--- config.mk ---
export PLATFORM = sky130hd
export DESIGN_NAME = hazard_scoreboard
export DESIGN_NICKNAME = d
export VERILOG_FILES = /design/src/rtl/hazard_pkg.sv /design/src/rtl/md_busy_ctr.sv /design/src/rtl/hazard_scoreboard.sv
export SDC_FILE = /design/constraint.sdc
export NUM_CORES = 1
export LEC_CHECK = 0
export CAP_MARGIN = 20
export CELL_PAD_IN_SITES_DETAIL_PLACEMENT = 0
export CELL_PAD_IN_SITES_GLOBAL_PLACEMENT = 1
export CORE_ASPECT_RATIO = 0.6
export CORE_UTILIZATION = 42
export CTS_BUF_LIST = sky130_fd_sc_hd__clkbuf_4
export DETAILED_ROUTE_END_ITERATION = 8
export PLACE_DENSITY_LB_ADDON = 0.15
export SYNTH_ARGS = -nofsm -noshare
export SYNTH_HDL_FRONTEND = slang
export SYNTH_SLANG_ARGS = --single-unit
--- constraint.sdc ---
create_clock -name clk -period 3.3 [get_ports clk]
set_input_delay 0.66 -clock clk [delete_from_list [all_inputs] [get_ports clk]]
set_output_delay 0.66 -clock clk [all_outputs]
set_load 0.03 [all_outputs]
--- src/rtl/hazard_pkg.sv ---
// Shared forwarding codes, Tuse sentinel and default MDU latencies for the
// hazard scoreboard.
package hazard_pkg;

    localparam logic [1:0] FWD_RF = 2'd0;
    localparam logic [1:0] FWD_E  = 2'd1;
    localparam logic [1:0] FWD_M  = 2'd2;
    localparam logic [1:0] FWD_W  = 2'd3;

    localparam int TNEW_W_DEF = 2;
    localparam logic [TNEW_W_DEF-1:0] TNEW_UNUSED = '1;

    localparam int MUL_LAT_DEF = 5;
    localparam int DIV_LAT_DEF = 10;

endpackage

--- src/rtl/md_busy_ctr.sv ---
// Multiply/divide occupancy counter: loaded when a mult/div leaves E,
// then counts down to idle.
module md_busy_ctr #(
    parameter int MUL_LAT = 5,
    parameter int DIV_LAT = 10
) (
    input  logic clk,
    input  logic rst_n,
    input  logic start,
    input  logic div,
    output logic busy
);

    localparam int CW = $clog2(DIV_LAT + 1);

    logic [CW-1:0] cnt;

    // A fresh start always reloads, even over a running count.
    always_ff @(posedge clk or negedge rst_n) begin
        if (!rst_n)
            cnt <= '0;
        else if (start)
            cnt <= div ? CW'(DIV_LAT) : CW'(MUL_LAT);
        else if (cnt != '0)
            cnt <= cnt - 1'b1;
    end

    assign busy = (cnt != '0);

endmodule

--- src/rtl/hazard_scoreboard.sv ---
// Stall/forward controller: tracks E/M/W destinations and Tnew internally.
// Define HAZARD_WB_BYPASS_EN to allow W bypass on the D-stage selects.
module hazard_scoreboard
    import hazard_pkg::*;
#(
    parameter int REG_AW  = 5,
    parameter int TNEW_W  = TNEW_W_DEF,
    parameter int MUL_LAT = MUL_LAT_DEF,
    parameter int DIV_LAT = DIV_LAT_DEF
) (
    input  logic              clk,
    input  logic              rst_n,
    input  logic              d_valid,
    input  logic [REG_AW-1:0] d_rs,
    input  logic [REG_AW-1:0] d_rt,
    input  logic [TNEW_W-1:0] d_tuse_rs,
    input  logic [TNEW_W-1:0] d_tuse_rt,
    input  logic [REG_AW-1:0] d_dst,
    input  logic [TNEW_W-1:0] d_tnew,
    input  logic              d_md_use,
    input  logic              d_md_start,
    input  logic              d_md_div,
    output logic              stall,
    output logic [1:0]        fwd_d_rs,
    output logic [1:0]        fwd_d_rt,
    output logic [1:0]        fwd_e_rs,
    output logic [1:0]        fwd_e_rt,
    output logic [1:0]        fwd_m_rt,
    output logic              md_busy
);

    logic [REG_AW-1:0] e_dst, e_rs, e_rt, m_dst, m_rt, w_dst;
    logic [TNEW_W-1:0] e_tnew, m_tnew;
    logic              e_md_start, e_md_div;
    logic              ctr_busy;

    function automatic logic [TNEW_W-1:0] tnew_dec(input logic [TNEW_W-1:0] t);
        return (t == '0) ? '0 : t - 1'b1;
    endfunction

    // Producer still ahead of the consumer's need point.
    function automatic logic src_hazard(input logic [REG_AW-1:0] src,
                                        input logic [TNEW_W-1:0] tuse);
        return (src != '0) &&
               (((e_dst == src) && (e_tnew > tuse)) ||
                ((m_dst == src) && (m_tnew > tuse)));
    endfunction

    // Nearest matching producer wins; if it is not ready the stall covers it.
    function automatic logic [1:0] fwd_d_sel(input logic [REG_AW-1:0] src);
        logic [1:0] sel;
        sel = FWD_RF;
        if (src != '0) begin
            if (e_dst == src)
                sel = (e_tnew == '0) ? FWD_E : FWD_RF;
            else if (m_dst == src)
                sel = (m_tnew == '0) ? FWD_M : FWD_RF;
`ifdef HAZARD_WB_BYPASS_EN
            else if (w_dst == src)
                sel = FWD_W;
`endif
        end
        return sel;
    endfunction

    function automatic logic [1:0] fwd_e_sel(input logic [REG_AW-1:0] src);
        logic [1:0] sel;
        sel = FWD_RF;
        if (src != '0) begin
            if (m_dst == src)
                sel = (m_tnew == '0) ? FWD_M : FWD_RF;
            else if (w_dst == src)
                sel = FWD_W;
        end
        return sel;
    endfunction

    assign md_busy  = ctr_busy | e_md_start;
    assign stall    = src_hazard(d_rs, d_tuse_rs) | src_hazard(d_rt, d_tuse_rt) |
                      (d_md_use & md_busy);
    assign fwd_d_rs = fwd_d_sel(d_rs);
    assign fwd_d_rt = fwd_d_sel(d_rt);
    assign fwd_e_rs = fwd_e_sel(e_rs);
    assign fwd_e_rt = fwd_e_sel(e_rt);
    assign fwd_m_rt = ((m_rt != '0) && (w_dst == m_rt)) ? FWD_W : FWD_RF;

    // M and W advance unconditionally; only E takes the bubble on a stall.
    always_ff @(posedge clk or negedge rst_n) begin
        if (!rst_n) begin
            e_dst      <= '0;
            e_tnew     <= '0;
            e_rs       <= '0;
            e_rt       <= '0;
            e_md_start <= 1'b0;
            e_md_div   <= 1'b0;
            m_dst      <= '0;
            m_tnew     <= '0;
            m_rt       <= '0;
            w_dst      <= '0;
        end else begin
            m_dst  <= e_dst;
            m_tnew <= tnew_dec(e_tnew);
            m_rt   <= e_rt;
            w_dst  <= m_dst;
            if (!stall && d_valid) begin
                e_dst      <= d_dst;
                e_tnew     <= d_tnew;
                e_rs       <= d_rs;
                e_rt       <= d_rt;
                e_md_start <= d_md_start;
                e_md_div   <= d_md_start & d_md_div;
            end else begin
                e_dst      <= '0;
                e_tnew     <= '0;
                e_rs       <= '0;
                e_rt       <= '0;
                e_md_start <= 1'b0;
                e_md_div   <= 1'b0;
            end
        end
    end

    md_busy_ctr #(
        .MUL_LAT (MUL_LAT),
        .DIV_LAT (DIV_LAT)
    ) u_md_busy_ctr (
        .clk   (clk),
        .rst_n (rst_n),
        .start (e_md_start),
        .div   (e_md_div),
        .busy  (ctr_busy)
    );

endmodule

==> results of run 1 <==
==> cell families (layout without fill, tap and decap cells) <==
kind of cell | Yosys count | count (layout) | share of synthesized area [%]
AOI/OAI and AO/OA | 16 | 16 | 4.24
xor gates and xnor gates | 45 | 45 | 18.1
adders and majority gates | 10 | 10 | 5.73
buffers and inverters | 14 | 59 | 3.32
DFF | 40 | 40 | 45.8
muxes | 2 | 2 | 1.03
and+or+nand+nor | 96 | 96 | 21.8
==> layout make-up <==
cell class | count | area [um^2]
clock buffers | 6 | 45.0
multi-input cells | 169 | 1120
flip-flops and latches | 40 | 1000
inverters | 6 | 22.5
fillers | 434 | 2060
well taps | 63 | 78.8
repair buffers | 45 | 415
clock inverters | 2 | 35.0
==> metal layers <==
layer,track usage [%],share of wire [%]
met2,26.7,38
met5,0,0
met4,5.84,0.28
met3,4.07,5.9
met1,34.7,55
==> stage by stage <==
step,std cells,setup slack (ps)
floorplan,223,405
global placement,323,105
detailed placement,323,84.9
CTS,331,65.6
global route,331,17.9
finish,331,83.1
==> registers in the layout, indices dropped and copies added (netlist names), 2 cells and up <==
register / count
e_rt: 5
m_tnew: 2
e_dst: 5
m_rt: 5
u_md_busy_ctr.cnt: 4
e_tnew: 2
m_dst: 5
w_dst: 5
e_rs: 5
==> synth_stat cells <==
| master | instances | area, um^2 |
|---|---|---|
| dfrtp_1 | 40 | 1000 |
| xnor2_1 | 33 | 289 |
| nor3_1 | 29 | 145 |
| nand2_1 | 27 | 101 |
| xor2_1 | 12 | 105 |
| ha_1 | 10 | 125 |
| nor2_1 | 9 | 33.8 |
| nand3_1 | 8 | 40.0 |
| a21oi_1 | 6 | 30.0 |
| inv_1 | 6 | 22.5 |
| nor4_1 | 6 | 37.5 |
| nor2b_1 | 5 | 31.3 |
| o21ai_0 | 5 | 25.0 |
| clkbuf_1 | 4 | 15.0 |
| or4_1 | 4 | 30.0 |
| a21o_1 | 3 | 22.5 |
| and2_1 | 2 | 12.5 |
| buf_6 | 2 | 22.5 |
| mux2_2 | 2 | 22.5 |
| nand4_1 | 2 | 12.5 |
| a211o_1 | 1 | 8.76 |
| buf_4 | 1 | 7.51 |
| clkbuf_2 | 1 | 5.00 |
| nor4b_1 | 1 | 8.76 |
| o22ai_1 | 1 | 6.26 |
| or2_1 | 1 | 6.26 |
| or3_1 | 1 | 6.26 |
| or4b_1 | 1 | 10.0 |
==> worst max-delay path by stage <==
stage	from	to	slack, ps	depth (start not counted)
finish	d_rs[3]	stall	80	7
global route	d_rs[3]	stall	20	7
CTS	d_tuse_rt[1]	stall	70	9
detailed placement	d_tuse_rt[1]	stall	80	9
global placement	d_rs[1]	stall	110	7
floorplan	d_rs[2]	fwd_d_rs[1]	400	4
==> worst reg2reg max path, cell delays in order, from the launching register on <==
cell,delay [ps]
dfrtp_1,420
inv_1,90
ha_1,160
or4b_4,510
and2_1,190
a211o_1,280
buf_4,210
nor3_1,250
==> power by group <==
| part | internal, mW | total, mW | switching [mW] |
|---|---|---|---|
| clock network | 0.167 | 0.318 | 0.151 |
| registers | 0.549 | 0.622 | 0.0734 |
| logic | 0.229 | 0.460 | 0.231 |
==> metrics.txt, run 1 <==
PnR Total Power=1.40 mW; Crit path max-delay family=simple AND/OR/NAND/NOR gates; DRC Markers=0; WP buf/inv=2; Max Freq=311 MHz; DP Area=2630 um^2; Synth warnings=0; area added between synthesis and finish=24.6%; post-CTS sizing=0; Synth cell types=28; Max-slew headroom=41.6%; most frequent cells in the layout=40 x dfrtp_1, 33 x xnor2_1, 32 x clkdlybuf4s50_1, 29 x nor3_1, 27 x nand2_1; endpoints failing setup=0; largest net degree at the start of global routing=41; status=finished clean; worst slew pin tran=876 ps; CP Max Fanout=3; Rows=19; FF+latch count, synth=40; die area=5500 um^2; Critical R2R Launch=u_md_busy_ctr.cnt[0]; postcts setup bufs=0; vias in the first global route=1,581; drt pass-1 iters=4; final HPWL from detailed placement=3.83 mm; post-layout min period=3220 ps; CP Cell Sequence=clkdlybuf4s50_1, or4_1, nor2_1, nor4_2, a211o_1, or2_4, buf_4; TNS Setup=0 ps; nets=304; gpl congestion=0.772; Ports=39; Mapped Cells=223; Seq/Total Area, Yosys=45.8%; Pins Over Slew Limit=0; CP max-delay cell=or4_1; H-tree depth=2; global-route wire length before repair=8.33 mm; Vias=1,678; Max-cap violations=0; antenna violations before repair=0; Util after Layout=56.9%; VDD IR max=0.000350 V; Power Dens Cells=515 nW/um^2; syn_nets=260; CTS sink count=40; Routed WL per cell=15.2 um; end of the worst register-to-register path=e_rs[0]; hold_buf cts=0; final WL=5.02 mm; Setup crit end kind=output port; CTS tree=yes; clk slew on worst S/H paths=120 ps; Worst Reg-to-Reg Cells=7; CTS Buffer Depth=2; most common cell after layout, fill and taps aside=dfrtp_1; Overflow after GRT=0; RSZ-0062 raised after global routing=no; CP Launch Type=input port; I/O Buffers=38; cts bufs inserted=5; R2R setup slack=1120 ps; clk_skew=10.8 ps; 1st-iter DRT viols=115; Die X=95.1 um; ANT nets after route=0; Setup CP Type=in -> out; fraction of layout cells with a size suffix above 1=9.70%; Worst-Skew Late Latency=340 ps; CP arrival=2560 ps; Fin. Hold Viols=0; via-per-instance ratio=5.07; Mapped Area=2180 um^2; Worst Hold Class=in -> async; final instance area=2720 um^2; ANT cells=0; Core Box Area=4780 um^2; fin crit share=97.5%; GRT Util Overall=20.9%; Avg Cell Area, Syn=9.79 um^2; Die Ht=57.9 um; Leak=1.23 nW; worst hold slack=431 ps; initial core utilization=45.7%; CP max stage delay=490 ps; CTS root buf=clkbuf_4; Worst EP required=2640 ps
Note: power is estimated with default switching activity, not from simulation.
==> inputs of run 2 (changes only) <==
--- a/config.mk
+++ b/config.mk
@@ -9,6 +9,7 @@
 export CELL_PAD_IN_SITES_DETAIL_PLACEMENT = 0
 export CELL_PAD_IN_SITES_GLOBAL_PLACEMENT = 1
 export CORE_ASPECT_RATIO = 0.6
+export CORE_MARGIN = 3
 export CORE_UTILIZATION = 42
 export CTS_BUF_LIST = sky130_fd_sc_hd__clkbuf_4
 export DETAILED_ROUTE_END_ITERATION = 8
==> metrics.txt, run 2 (synthesis gave the netlist of run 1 again) <==
Fin. Hold Viols=0 (unchanged); Die Ht=61.9 um (was 57.9 um); cts bufs inserted=5 (unchanged); Max-slew headroom=42.5% (was 41.6%); largest net degree at the start of global routing=41 (unchanged); global-route wire length before repair=8.18 mm (was 8.33 mm); most common cell after layout, fill and taps aside=dfrtp_1 (unchanged); fin crit share=97.3% (was 97.5%); CP arrival=2550 ps (was 2560 ps); register area=1000 um^2 (unchanged); H-tree depth=2 (unchanged); Worst-Skew Late Latency=340 ps (about the same); Util after Layout=56.1% (was 56.9%); CP Launch Type=input port (unchanged); I/O Buffers=38 (unchanged); endpoints failing setup=0 (unchanged); Ports=39 (unchanged); CTS Buffer Depth=2 (unchanged); CTS tree=yes (unchanged); Setup WS pre-CTS=41.8 ps (was 84.9 ps); worst slew pin tran=863 ps (was 876 ps); metal2 WL=1.90 mm (was 1.93 mm); Setup CP Type=in -> out (unchanged); nets=304 (unchanged); area added between synthesis and finish=22.7% (was 24.6%); status=finished clean (unchanged); Core Box Area=4780 um^2 (unchanged); met1 wire length=2.67 mm (was 2.78 mm); postcts setup bufs=0 (unchanged); Max Freq=311 MHz (about the same); 1st-iter DRT viols=99 (was 115); post-layout min period=3210 ps (was 3220 ps); via-per-instance ratio=5.08 (was 5.07); RSZ-0062 raised after global routing=no (unchanged); Max-cap violations=0 (unchanged); fraction of layout cells with a size suffix above 1=8.24% (was 9.70%); final WL=5.03 mm (was 5.02 mm); # fillers=451 (was 434); drt pass-1 iters=5 (was 4); multi-input logic area=1120 um^2 (about the same); ANT cells=0 (unchanged); CTS root buf=clkbuf_4 (unchanged); most frequent cells in the layout=40 x dfrtp_1, 33 x xnor2_1, 32 x clkdlybuf4s50_1, 29 x nor3_1, 27 x nand2_1 (unchanged); ANT nets after route=0 (unchanged); PnR worst setup slack=89.0 ps (was 83.1 ps); CP max stage delay=520 ps (was 490 ps); die area=6130 um^2 (was 5500 um^2); Die X=99.1 um (was 95.1 um); TNS Setup=0 ps (unchanged); DRC Markers=0 (unchanged); VDD IR max=0.000330 V (was 0.000350 V); Routed WL per cell=15.2 um (about the same); CP Cell Sequence=clkdlybuf4s50_1, or4_1, nor2_1, nor4_1, a211o_1, or2_4, buf_4 (was clkdlybuf4s50_1, or4_1, nor2_1, nor4_2, a211o_1, or2_4, buf_4); gpl congestion=0.798 (was 0.772); Crit path max-delay family=simple AND/OR/NAND/NOR gates (unchanged); Worst Hold Class=in -> async (unchanged); critical path depth=7 (unchanged); final HPWL from detailed placement=3.86 mm (was 3.83 mm); clk slew on worst S/H paths=120 ps (about the same); Met3 Routed Length=448 um (was 296 um); initial core utilization=45.7% (unchanged); antenna violations before repair=0 (unchanged); Rows=19 (unchanged); vias in the first global route=1,571 (was 1,581); Leak=1.21 nW (was 1.23 nW); WP buf/inv=2 (unchanged); Worst EP required=2640 ps (about the same); Overflow after GRT=0 (unchanged); Power Dens Cells=486 nW/um^2 (was 515 nW/um^2); GRT Util Overall=17.8% (was 20.9%); Pins Over Slew Limit=0 (unchanged); CTS sink count=40 (unchanged); Worst Reg-to-Reg Cells=7 (unchanged); CP max-delay cell=or4_1 (unchanged); Setup crit end kind=output port (unchanged); clk_skew=11.0 ps (was 10.8 ps); CP Max Fanout=3 (unchanged); max layer used=met4 (unchanged); Vias=1,677 (was 1,678)
-- run 2: cell types whose count changed in the layout (fill, tap and decap cells not counted), sizes merged --
cell / change
clkinv: +1
bufinv: -1
clkbuf: -1
-- run 2: metrics by stage --
stage	hold WS (ps)	instance area, um^2	total power, mW	std cells
6_report	430	2680	1.30	330
2_1_floorplan	364	2180	0.929	223
3_3_place_gp	446	2630	1.08	323
4_1_cts	453	2670	1.30	330
5_1_grt	478	2680	1.39	330
3_5_place_dp	449	2630	1.08	323
-- run 2: layout make-up --
| class | instances | share of cell area, % |
|---|---|---|
| Clock buffer | 5 | 1.40 |
| Clock inverter | 2 | 0.280 |
| Inverter | 6 | 0.841 |
| Multi-Input combinational cell | 169 | 41.7 |
| Sequential cell | 40 | 37.4 |
| Tap cell | 63 | 2.94 |
| Timing Repair Buffer | 45 | 15.5 |
-- run 2: worst paths after layout --
kind / startpoint / to / slack [ps]
min in group clk: e_dst[1] / m_dst[1] / 470
min reg2reg: e_dst[1] / m_dst[1] / 470
min: rst_n / e_rt[0] / 430
max in group asynchronous: rst_n / e_md_div / 2330
max: d_rs[1] / stall / 90
max reg2reg: u_md_busy_ctr.cnt[0] / e_rs[0] / 1090
-- run 2: repair_timing --
item	in CTS	in global routing
endpoints found under the setup margin	0	1
hold buffers	0	0
gates resized for setup	0	4
-- run 2: power by group --
part	leakage [nW]	internal [mW]	switching, mW
combinational	0.653	0.229	0.227
clock	0.0261	0.0746	0.150
sequential	0.532	0.549	0.0725
total	1.21	0.852	0.450
-- run 2: routing by layer --
layer	vias to the layer above	GRT usage [%]
met3	2	5.57
li1	844	-
met2	61	24.0
met5	-	0
met1	770	27.8
met4	0	3.50
